**config.mk**
```make
export PLATFORM = sky130hd
export DESIGN_NAME = uart_cmd_initiator
export DESIGN_NICKNAME = d
export VERILOG_FILES = /design/src/rtl/uart_cmd_initiator.sv
export SDC_FILE = /design/constraint.sdc
export NUM_CORES = 1
export LEC_CHECK = 0
export CORE_MARGIN = 5
export CORE_UTILIZATION = 40
export DETAILED_ROUTE_END_ITERATION = 8
export GPL_ROUTABILITY_DRIVEN = 0
export PLACE_DENSITY = 0.69
export SYNTH_ARGS = -nofsm -noshare
export SYNTH_HDL_FRONTEND = slang
export SYNTH_SLANG_ARGS = --single-unit
```
**constraint.sdc**
```tcl
create_clock -name clk -period 5.8 [get_ports clk]
set_input_delay 1.16 -clock clk [delete_from_list [all_inputs] [get_ports clk]]
set_output_delay 1.16 -clock clk [all_outputs]
set_load 0.02 [all_outputs]
```
**src/rtl/uart_cmd_initiator.sv**
```systemverilog
// Host-side UART command initiator: sends a command code (and optional
// parameter) byte, then collects the response bytes and reports a status.
module uart_cmd_initiator #(
  parameter int TX_HOLD = 16,
  parameter int TX_GAP  = 10000,
  parameter int TIMEOUT = 1000000
) (
  input  logic       clk,
  input  logic       rst,
  input  logic       cmd_valid,
  input  logic [7:0] cmd_code,
  input  logic [7:0] cmd_param,
  output logic       cmd_ready,
  output logic [7:0] tx_in,
  output logic       tx_write,
  input  logic [7:0] rx_out,
  input  logic       rx_over,
  output logic       rsp_valid,
  output logic [1:0] rsp_status,
  output logic [7:0] rsp_data0,
  output logic [7:0] rsp_data1,
  output logic [7:0] rsp_data2,
  output logic       rx_stray
);

  typedef enum logic [2:0] {
    IDLE, SEND_CMD, GAP_CMD, SEND_PARAM, GAP_PARAM, WAIT_RSP, DONE
  } state_t;

  localparam logic [1:0]  ST_OK      = 2'd0;
  localparam logic [1:0]  ST_NAK     = 2'd1;
  localparam logic [1:0]  ST_TIMEOUT = 2'd2;
  localparam logic [23:0] HOLD_LAST  = 24'(TX_HOLD - 1);
  localparam logic [23:0] GAP_LAST   = 24'(TX_GAP - 1);
  localparam logic [23:0] TO_LAST    = 24'(TIMEOUT - 1);

  state_t      state, state_next;
  logic [7:0]  code_r, param_r;
  logic [23:0] cnt;
  logic [1:0]  idx;
  logic        rx_over_r;
  logic        rx_edge, last_byte, has_param;
  logic        hold_done, gap_done, to_done;
  logic [1:0]  rsp_n;

  function automatic logic [1:0] rsp_count(input logic [7:0] code);
    case (code)
      8'd2, 8'd3, 8'd6: return 2'd1;
      8'd4:             return 2'd3;
      default:          return 2'd0;
    endcase
  endfunction

  // Only single-byte replies carry an ACK/NAK; STATUS data is never judged.
  function automatic logic [1:0] rsp_decode(input logic [7:0] code, input logic [7:0] last);
    if ((code == 8'd2 || code == 8'd3 || code == 8'd6) && last != 8'h01)
      return ST_NAK;
    return ST_OK;
  endfunction

  assign rsp_n     = rsp_count(code_r);
  assign has_param = (code_r == 8'd5) || (code_r == 8'd6);
  assign rx_edge   = rx_over & ~rx_over_r;
  assign last_byte = rx_edge && ((idx + 2'd1) == rsp_n);
  assign hold_done = (cnt == HOLD_LAST);
  assign gap_done  = (cnt == GAP_LAST);
  assign to_done   = (cnt == TO_LAST);

  // NOTE: every register below uses non-blocking assignment so all flops
  // update together at the edge and reads see the pre-edge value.
  always_ff @(posedge clk) begin
    if (rst) state <= IDLE;
    else     state <= state_next;
  end

  // NOTE: state_next is defaulted first so no path through the case can
  // leave it unassigned and infer a latch.
  always_comb begin
    state_next = state;
    case (state)
      IDLE:       if (cmd_valid) state_next = SEND_CMD;
      SEND_CMD:   if (hold_done) state_next = GAP_CMD;
      GAP_CMD:
        if (gap_done)
          state_next = has_param ? SEND_PARAM : (rsp_n != 2'd0 ? WAIT_RSP : DONE);
      SEND_PARAM: if (hold_done) state_next = GAP_PARAM;
      GAP_PARAM:  if (gap_done) state_next = (rsp_n != 2'd0) ? WAIT_RSP : DONE;
      WAIT_RSP:   if (last_byte || (!rx_edge && to_done)) state_next = DONE;
      DONE:       state_next = IDLE;
      default:    state_next = IDLE;
    endcase
  end

  always_comb begin
    cmd_ready = (state == IDLE);
    tx_write  = (state == SEND_CMD) || (state == SEND_PARAM);
    rsp_valid = (state == DONE);
  end

  always_ff @(posedge clk) begin
    if (rst) begin
      code_r     <= '0;
      param_r    <= '0;
      cnt        <= '0;
      idx        <= '0;
      rx_over_r  <= 1'b0;
      rx_stray   <= 1'b0;
      tx_in      <= '0;
      rsp_status <= ST_OK;
      rsp_data0  <= '0;
      rsp_data1  <= '0;
      rsp_data2  <= '0;
    end else begin
      rx_over_r <= rx_over;
      rx_stray  <= rx_edge && (state != WAIT_RSP);
      case (state)
        IDLE:
          if (cmd_valid) begin
            code_r     <= cmd_code;
            param_r    <= cmd_param;
            tx_in      <= cmd_code;
            cnt        <= '0;
            idx        <= '0;
            rsp_status <= ST_OK;
            rsp_data0  <= '0;
            rsp_data1  <= '0;
            rsp_data2  <= '0;
          end
        SEND_CMD, SEND_PARAM: cnt <= hold_done ? '0 : cnt + 24'd1;
        GAP_CMD:
          if (gap_done) begin
            cnt <= '0;
            if (has_param) tx_in <= param_r;
          end else begin
            cnt <= cnt + 24'd1;
          end
        GAP_PARAM: cnt <= gap_done ? '0 : cnt + 24'd1;
        WAIT_RSP:
          // A byte arriving on the terminal count still wins over the timeout.
          if (rx_edge) begin
            case (idx)
              2'd0:    rsp_data0 <= rx_out;
              2'd1:    rsp_data1 <= rx_out;
              default: rsp_data2 <= rx_out;
            endcase
            idx <= idx + 2'd1;
            cnt <= '0;
            if (last_byte) rsp_status <= rsp_decode(code_r, rx_out);
          end else if (to_done) begin
            rsp_status <= ST_TIMEOUT;
          end else begin
            cnt <= cnt + 24'd1;
          end
        default: ;
      endcase
    end
  end

endmodule

```
==> results of run 1 <==
cell usage after synthesis, types with 2 or more instances:
master    number  area (um2)
dfxtp_1       81        1620
nand2_1       76         285
a21oi_1       50         250
nor2_1        44         165
nand3_1       38         190
clkbuf_1      18        67.6
xor2_1        15         131
nand4_1       12        75.1
nor3_1        12        60.1
mux2i_1        9        90.1
a211oi_1       8        60.1
inv_1          8        30.0
xnor2_1        7        61.3
nor4_1         6        37.5
buf_2          5        25.0
nand2b_1       5        31.3
and2_1         4        25.0
and3_1         4        25.0
and4_1         4        35.0
nor3b_1        4        30.0
o21ai_0        4        20.0
ha_1           3        37.5
nand3b_1       3        22.5
nor2b_1        3        18.8
or3_1          3        18.8
or3b_2         3        26.3
a211oi_2       2        25.0
and3b_1        2        17.5
nor4b_1        2        17.5
o311ai_0       2        17.5
o31a_1         2        17.5
or4_1          2        15.0
power by group:
part / internal (mW) / switching (mW)
Clock: 0.178 / 0.226
Combinational: 0.181 / 0.273
Sequential: 0.605 / 0.0472
Total: 0.963 / 0.546
metal layers:
layer  up-vias  part of all wire
met3         9             0.063
met2       102              0.48
met5         -                 0
met4         0             0.010
met1      1561              0.45
li1       1718                 -
critical path, stage by stage, from the launching register on:
cell and delay [ns]:
dfxtp_1 0.38, or4_1 0.56, or4_4 0.52, or2_2 0.31, a211oi_1 0.39, a21o_1 0.62, nor2_1 0.12
through the flow:
| stage | area [um2] | power (mW) | cells | hold slack, ns | setup slack, ns |
|---|---|---|---|---|---|
| 2_1_floorplan | 3710 | 0.977 | 458 | 0.431 | 3.28 |
| 3_3_place_gp | 4420 | 1.11 | 613 | 0.441 | 2.60 |
| 3_5_place_dp | 4420 | 1.12 | 613 | 0.448 | 2.54 |
| 4_1_cts | 4610 | 1.53 | 629 | 0.462 | 2.74 |
| 5_1_grt | 4610 | 1.60 | 629 | 0.477 | 2.51 |
| 6_report | 4610 | 1.51 | 629 | 0.459 | 2.76 |
sequential cells by signal, summed over array words and instances, names as in the netlist, 2 cells and up:
name	count
tx_in	8
code_r	8
rsp_data1	8
rsp_status	2
param_r	8
idx	2
rsp_data2	8
cnt	24
rsp_data0	8
state	3
final cells by class:
type | count | area (um2)
inverters | 8 | 30.0
clock buffers | 10 | 138
clock inverters | 6 | 57.6
multi-input cells | 344 | 1950
fillers | 896 | 4540
flip-flops and latches | 81 | 1620
repair buffers | 69 | 676
well taps | 111 | 139
layout by cell type, fill, tap and decap left out, drive strengths merged, types with 10 or more instances in the layout:
cell type	n
nor2	44
clkbuf	10
clkdlybuf4s50	64
nor3	12
inv	12
xor2	15
a21oi	50
nand3	38
nand4	12
dfxtp	81
nand2	76
a211oi	10
final timing paths:
check,start,end
worst max-delay path,cnt[4]$_SDFFE_PP0P_,cnt[21]$_SDFFE_PP0P_
worst min-delay path,param_r[5]$_SDFFE_PP0P_,param_r[5]$_SDFFE_PP0P_
worst max register to register,cnt[4]$_SDFFE_PP0P_,cnt[21]$_SDFFE_PP0P_
worst min register to register,param_r[5]$_SDFFE_PP0P_,param_r[5]$_SDFFE_PP0P_
kinds of logic after synthesis:
family                     synth area share
adders and majority gates            0.0101
buffers and inverters                0.0381
xor gates and xnor gates             0.0519
AOI/OAI and AO/OA                     0.133
DFF                                   0.437
muxes                                0.0243
and+or+nand+nor                       0.306
==> flow_metrics.tcl, run 1 <==
set metrics [dict create \
    fin_nets 544 \
    routedWlPerCell_um 14.6 \
    syn-cell-area_mm2 0.00371 \
    busiest_layer "met2" \
    power_per_cell_area_mw_per_mm2 327 \
    setup_violations 0 \
    postCtsSetupBuffers 0 \
    ff2ff_setup_slack_ns 2.76 \
    cts_tree "yes" \
    max-cap-violations 0 \
    use_met3 0.0504 \
    cts_resized 0 \
    grt_usage 0.166 \
    cp.arrival_ns 3.26 \
    start_kind "flip-flop" \
    die-area_mm2 0.0113 \
    antenna_found_initial 0 \
    rsz0062_at_grt "no" \
    cts.clk_slew.worst_paths_ns 0.08 \
    syn_area_per_cell_um2 8.11 \
    finalSetupTns_ns 0 \
    fin_crit_ns 3.04 \
    firstDrtPassIters 5 \
    final_layout_size_suffix_gt1_frac 0.0618 \
    worst_ep_required_time_ns 6.02 \
    initial_core_util 0.406 \
    grt.met1_usage 0.217 \
    clockBufferDepth 2 \
    hold_viol 0 \
    synth_flop_cell "dfxtp_1" \
    num_antenna_cells 0 \
    rows 35 \
    ant_nets 0 \
    syn_nets 489 \
    p_leak_nw 1.54 \
    reg2regPathDepth 6 \
    tightest_slew_ns 0.952 \
    hpwl_um 6470 \
    yosys_warnings 0 \
    met2_usage 0.264 \
    place.port_buffers 65 \
    dieHeight_um 106 \
    grt_overflow 0 \
    crit_path_max_fanout 21 \
    synthArstFlopShare 0 \
    vias 3390 \
    skew_ns 0.0167 \
    syn2layout_area_growth_pct 24.2 \
    yosysSeqAreaShare 0.437 \
    grt_pass1_wl_um 15400 \
    period_share 0.524 \
    drc 0 \
    finalCoreUtilization 0.504 \
    holdBufCountCts 0 \
    worstHoldPathType "reg2reg" \
    max_clock_freq_ghz 0.329 \
    wl_um 9180 \
    status "completed" \
    numCtsBuffers 9 \
    via_per_inst 5.39 \
    dr.first_iter.drc_count 178 \
    ys_seq_elements 81 \
    postSynthCellCount 458 \
    core-area_mm2 0.00915 \
    relSlewSlack 0.361 \
    cp-end-kind "flip-flop" \
    pin_count 66 \
    crit_type "reg2reg" \
    dieWidth_um 106 \
    slew_violations 0 \
    clock_latency_ns 0.37 \
    ys_types 49 \
    htreeDepth 3 \
    clock-sinks 81 \
    root_buffer "clkbuf_8" \
    grt_max_degree 62 \
    ir_drop_uv 170 \
    grt_pass1_vias 3235 \
    holdPathStages 2 \
    synth-edff-count 0 \
]
Power figures use the tool's default switching activity.
==> inputs of run 2 (changes only) <==
PLACE_DENSITY = 0.72   (was 0.69)
clock period = 2.7 ns   (was 5.8 ns; I/O delays follow)
==> run 2 against run 1 <==
Effect of this change: clock power rose to 2.6 times the previous value; setup slack got worse by 2.7 ns; final area up 3.6%; first-iteration DRC count is 16% higher; register-to-register slack got worse by 2.7 ns; sequential power rose by 110%; combinational power is 140% higher; clock-buffer cell count stayed put; power rose by 140%; sequential share of layout area fell by 1.2 points; utilization rose by 1.8 points; cell count up 1.6%; critical endpoint is now tx_in[7]$_SDFFE_PP0P_; largest power group unchanged.
==> flow_metrics.tcl, run 2 (synthesis results as in run 1) <==
set metrics [dict create \
    num_antenna_cells 0 \
    rows 35 \
    root_buffer "clkbuf_8" \
    status "completed" \
    via_per_inst 5.48 \
    cp-end-kind "flip-flop" \
    whs_endpoint "param_r[4]$_SDFFE_PP0P_" \
    postCtsSetupBuffers 0 \
    clock_latency_ns 0.35 \
    finalCoreUtilization 0.522 \
    wl_um 9110 \
    layout_common_cells "dfxtp_1, nand2_1, clkdlybuf4s50_1, a21oi_1, nor2_1" \
    r2r-start "cnt[5]$_SDFFE_PP0P_" \
    drc 0 \
    antenna_found_initial 0 \
    setup_violations 0 \
    grt_pass1_vias 3346 \
    hpwl_um 6530 \
    initial_core_util 0.406 \
    cts_resized 0 \
    period_share 0.964 \
    regMostFlops "cnt" \
    pin_count 66 \
    start_kind "flip-flop" \
    p_leak_nw 1.62 \
    final_cell_area_mm2 0.00478 \
    core-area_mm2 0.00915 \
    die-area_mm2 0.0113 \
    fin_crit_ns 2.60 \
    grt_max_degree 41 \
    clockBufferDepth 2 \
    largest_reg_flops 24 \
    dieWidth_um 106 \
    routedWlPerCell_um 14.3 \
    grt_overflow 0 \
    worstHoldPathType "reg2reg" \
    crit_path_max_fanout 16 \
    finalSetupTns_ns 0 \
    reg2regPathDepth 7 \
    worst_ep_required_time_ns 2.95 \
    clock-sinks 81 \
    slew_violations 0 \
    crit-reg2reg-capture "tx_in[7]$_SDFFE_PP0P_" \
    cts.clk_slew.worst_paths_ns 0.09 \
    grt_pass1_wl_um 15400 \
    ant_nets 0 \
    dieHeight_um 106 \
    tightest_slew_ns 0.479 \
    layout_commonest_cell "dfxtp_1" \
    numCtsBuffers 9 \
    firstDrtPassIters 4 \
    ir_drop_uv 423 \
    worstHoldStart "param_r[4]$_SDFFE_PP0P_" \
    grt_usage 0.165 \
    rsz0062_at_grt "no" \
    holdBufCountCts 0 \
    relSlewSlack 0.678 \
    crit_type "reg2reg" \
    fin_nets 554 \
    cp.arrival_ns 2.85 \
    htreeDepth 3 \
    cts_tree "yes" \
    holdPathStages 2 \
    syn2layout_area_growth_pct 28.7 \
    skew_ns 0.0134 \
    place_area_mm2 0.00453 \
    max-cap-violations 0 \
    power_per_cell_area_mw_per_mm2 742 \
    place.port_buffers 65 \
    dr.first_iter.drc_count 206 \
    final_layout_size_suffix_gt1_frac 0.0814 \
    max_clock_freq_ghz 0.384 \
    ff2ff_setup_slack_ns 0.1 \
    hold_viol 0 \
    vias 3500 \
]
[run 2: cell count changes in the layout (fill, tap and decap cells not counted)]
cell,previous run,this run
nor4b_2,0,1
clkbuf_8,10,9
clkinvlp_4,0,1
clkinv_4,2,1
buf_12,0,3
inv_6,2,1
clkbuf_1,0,1
bufinv_16,0,3
dfxtp_2,0,1
dfxtp_1,81,80
nor4b_1,2,1
inv_8,2,0
buf_4,4,11
[run 2: final cells by class]
type	count	area [um2]
fill	869	4370
clock buffer	10	128
inverter	8	30.0
tap	111	139
clock inverter	6	115
sequential	81	1620
timing repair buffer	79	788
multi-input combinational	344	1960
[run 2: per-layer routing]
| layer | share of wire | global-route usage |
|---|---|---|
| met4 | 0.010 | 0.0537 |
| met1 | 0.44 | 0.202 |
| met3 | 0.055 | 0.0468 |
| met2 | 0.49 | 0.280 |
| met5 | 0 | 0 |
[run 2: stage by stage]
step	setup WS, ns	instances	hold slack (ns)	power [mW]
2_1_floorplan	0.179	458	0.431	2.10
6_report	0.0981	639	0.457	3.55
4_1_cts	0.0824	639	0.461	3.57
3_3_place_gp	0.170	623	0.441	2.48
3_5_place_dp	0.0963	623	0.448	2.50
5_1_grt	0.0223	639	0.478	3.75
[run 2: worst max path at each step]
stage / slack (ns) / depth (start not counted) / start / end
3_5_place_dp: 0.1 / 7 / code_r[3]$_SDFFE_PP0P_ / tx_in[7]$_SDFFE_PP0P_
5_1_grt: 0.02 / 7 / cnt[5]$_SDFFE_PP0P_ / tx_in[7]$_SDFFE_PP0P_
6_report: 0.1 / 7 / cnt[5]$_SDFFE_PP0P_ / tx_in[7]$_SDFFE_PP0P_
4_1_cts: 0.08 / 7 / code_r[3]$_SDFFE_PP0P_ / tx_in[7]$_SDFFE_PP0P_
2_1_floorplan: 0.18 / 7 / cnt[4]$_SDFFE_PP0P_ / tx_in[1]$_SDFFE_PP0P_
3_3_place_gp: 0.17 / 7 / code_r[3]$_SDFFE_PP0P_ / tx_in[0]$_SDFFE_PP0P_
[run 2: critical path, stage by stage (launching register included)]
cell and delay [ns]:
dfxtp_2 0.35, or4_1 0.51, or4_4 0.51, or4b_4 0.51, a21boi_4 0.18, buf_12 0.15, nor2_1 0.05, a211oi_1 0.24
[run 2: where the power goes]
part           switching [mW]  internal, mW
sequential              0.104          1.30
clock                   0.447         0.620
combinational           0.602         0.475
total                    1.15          2.40
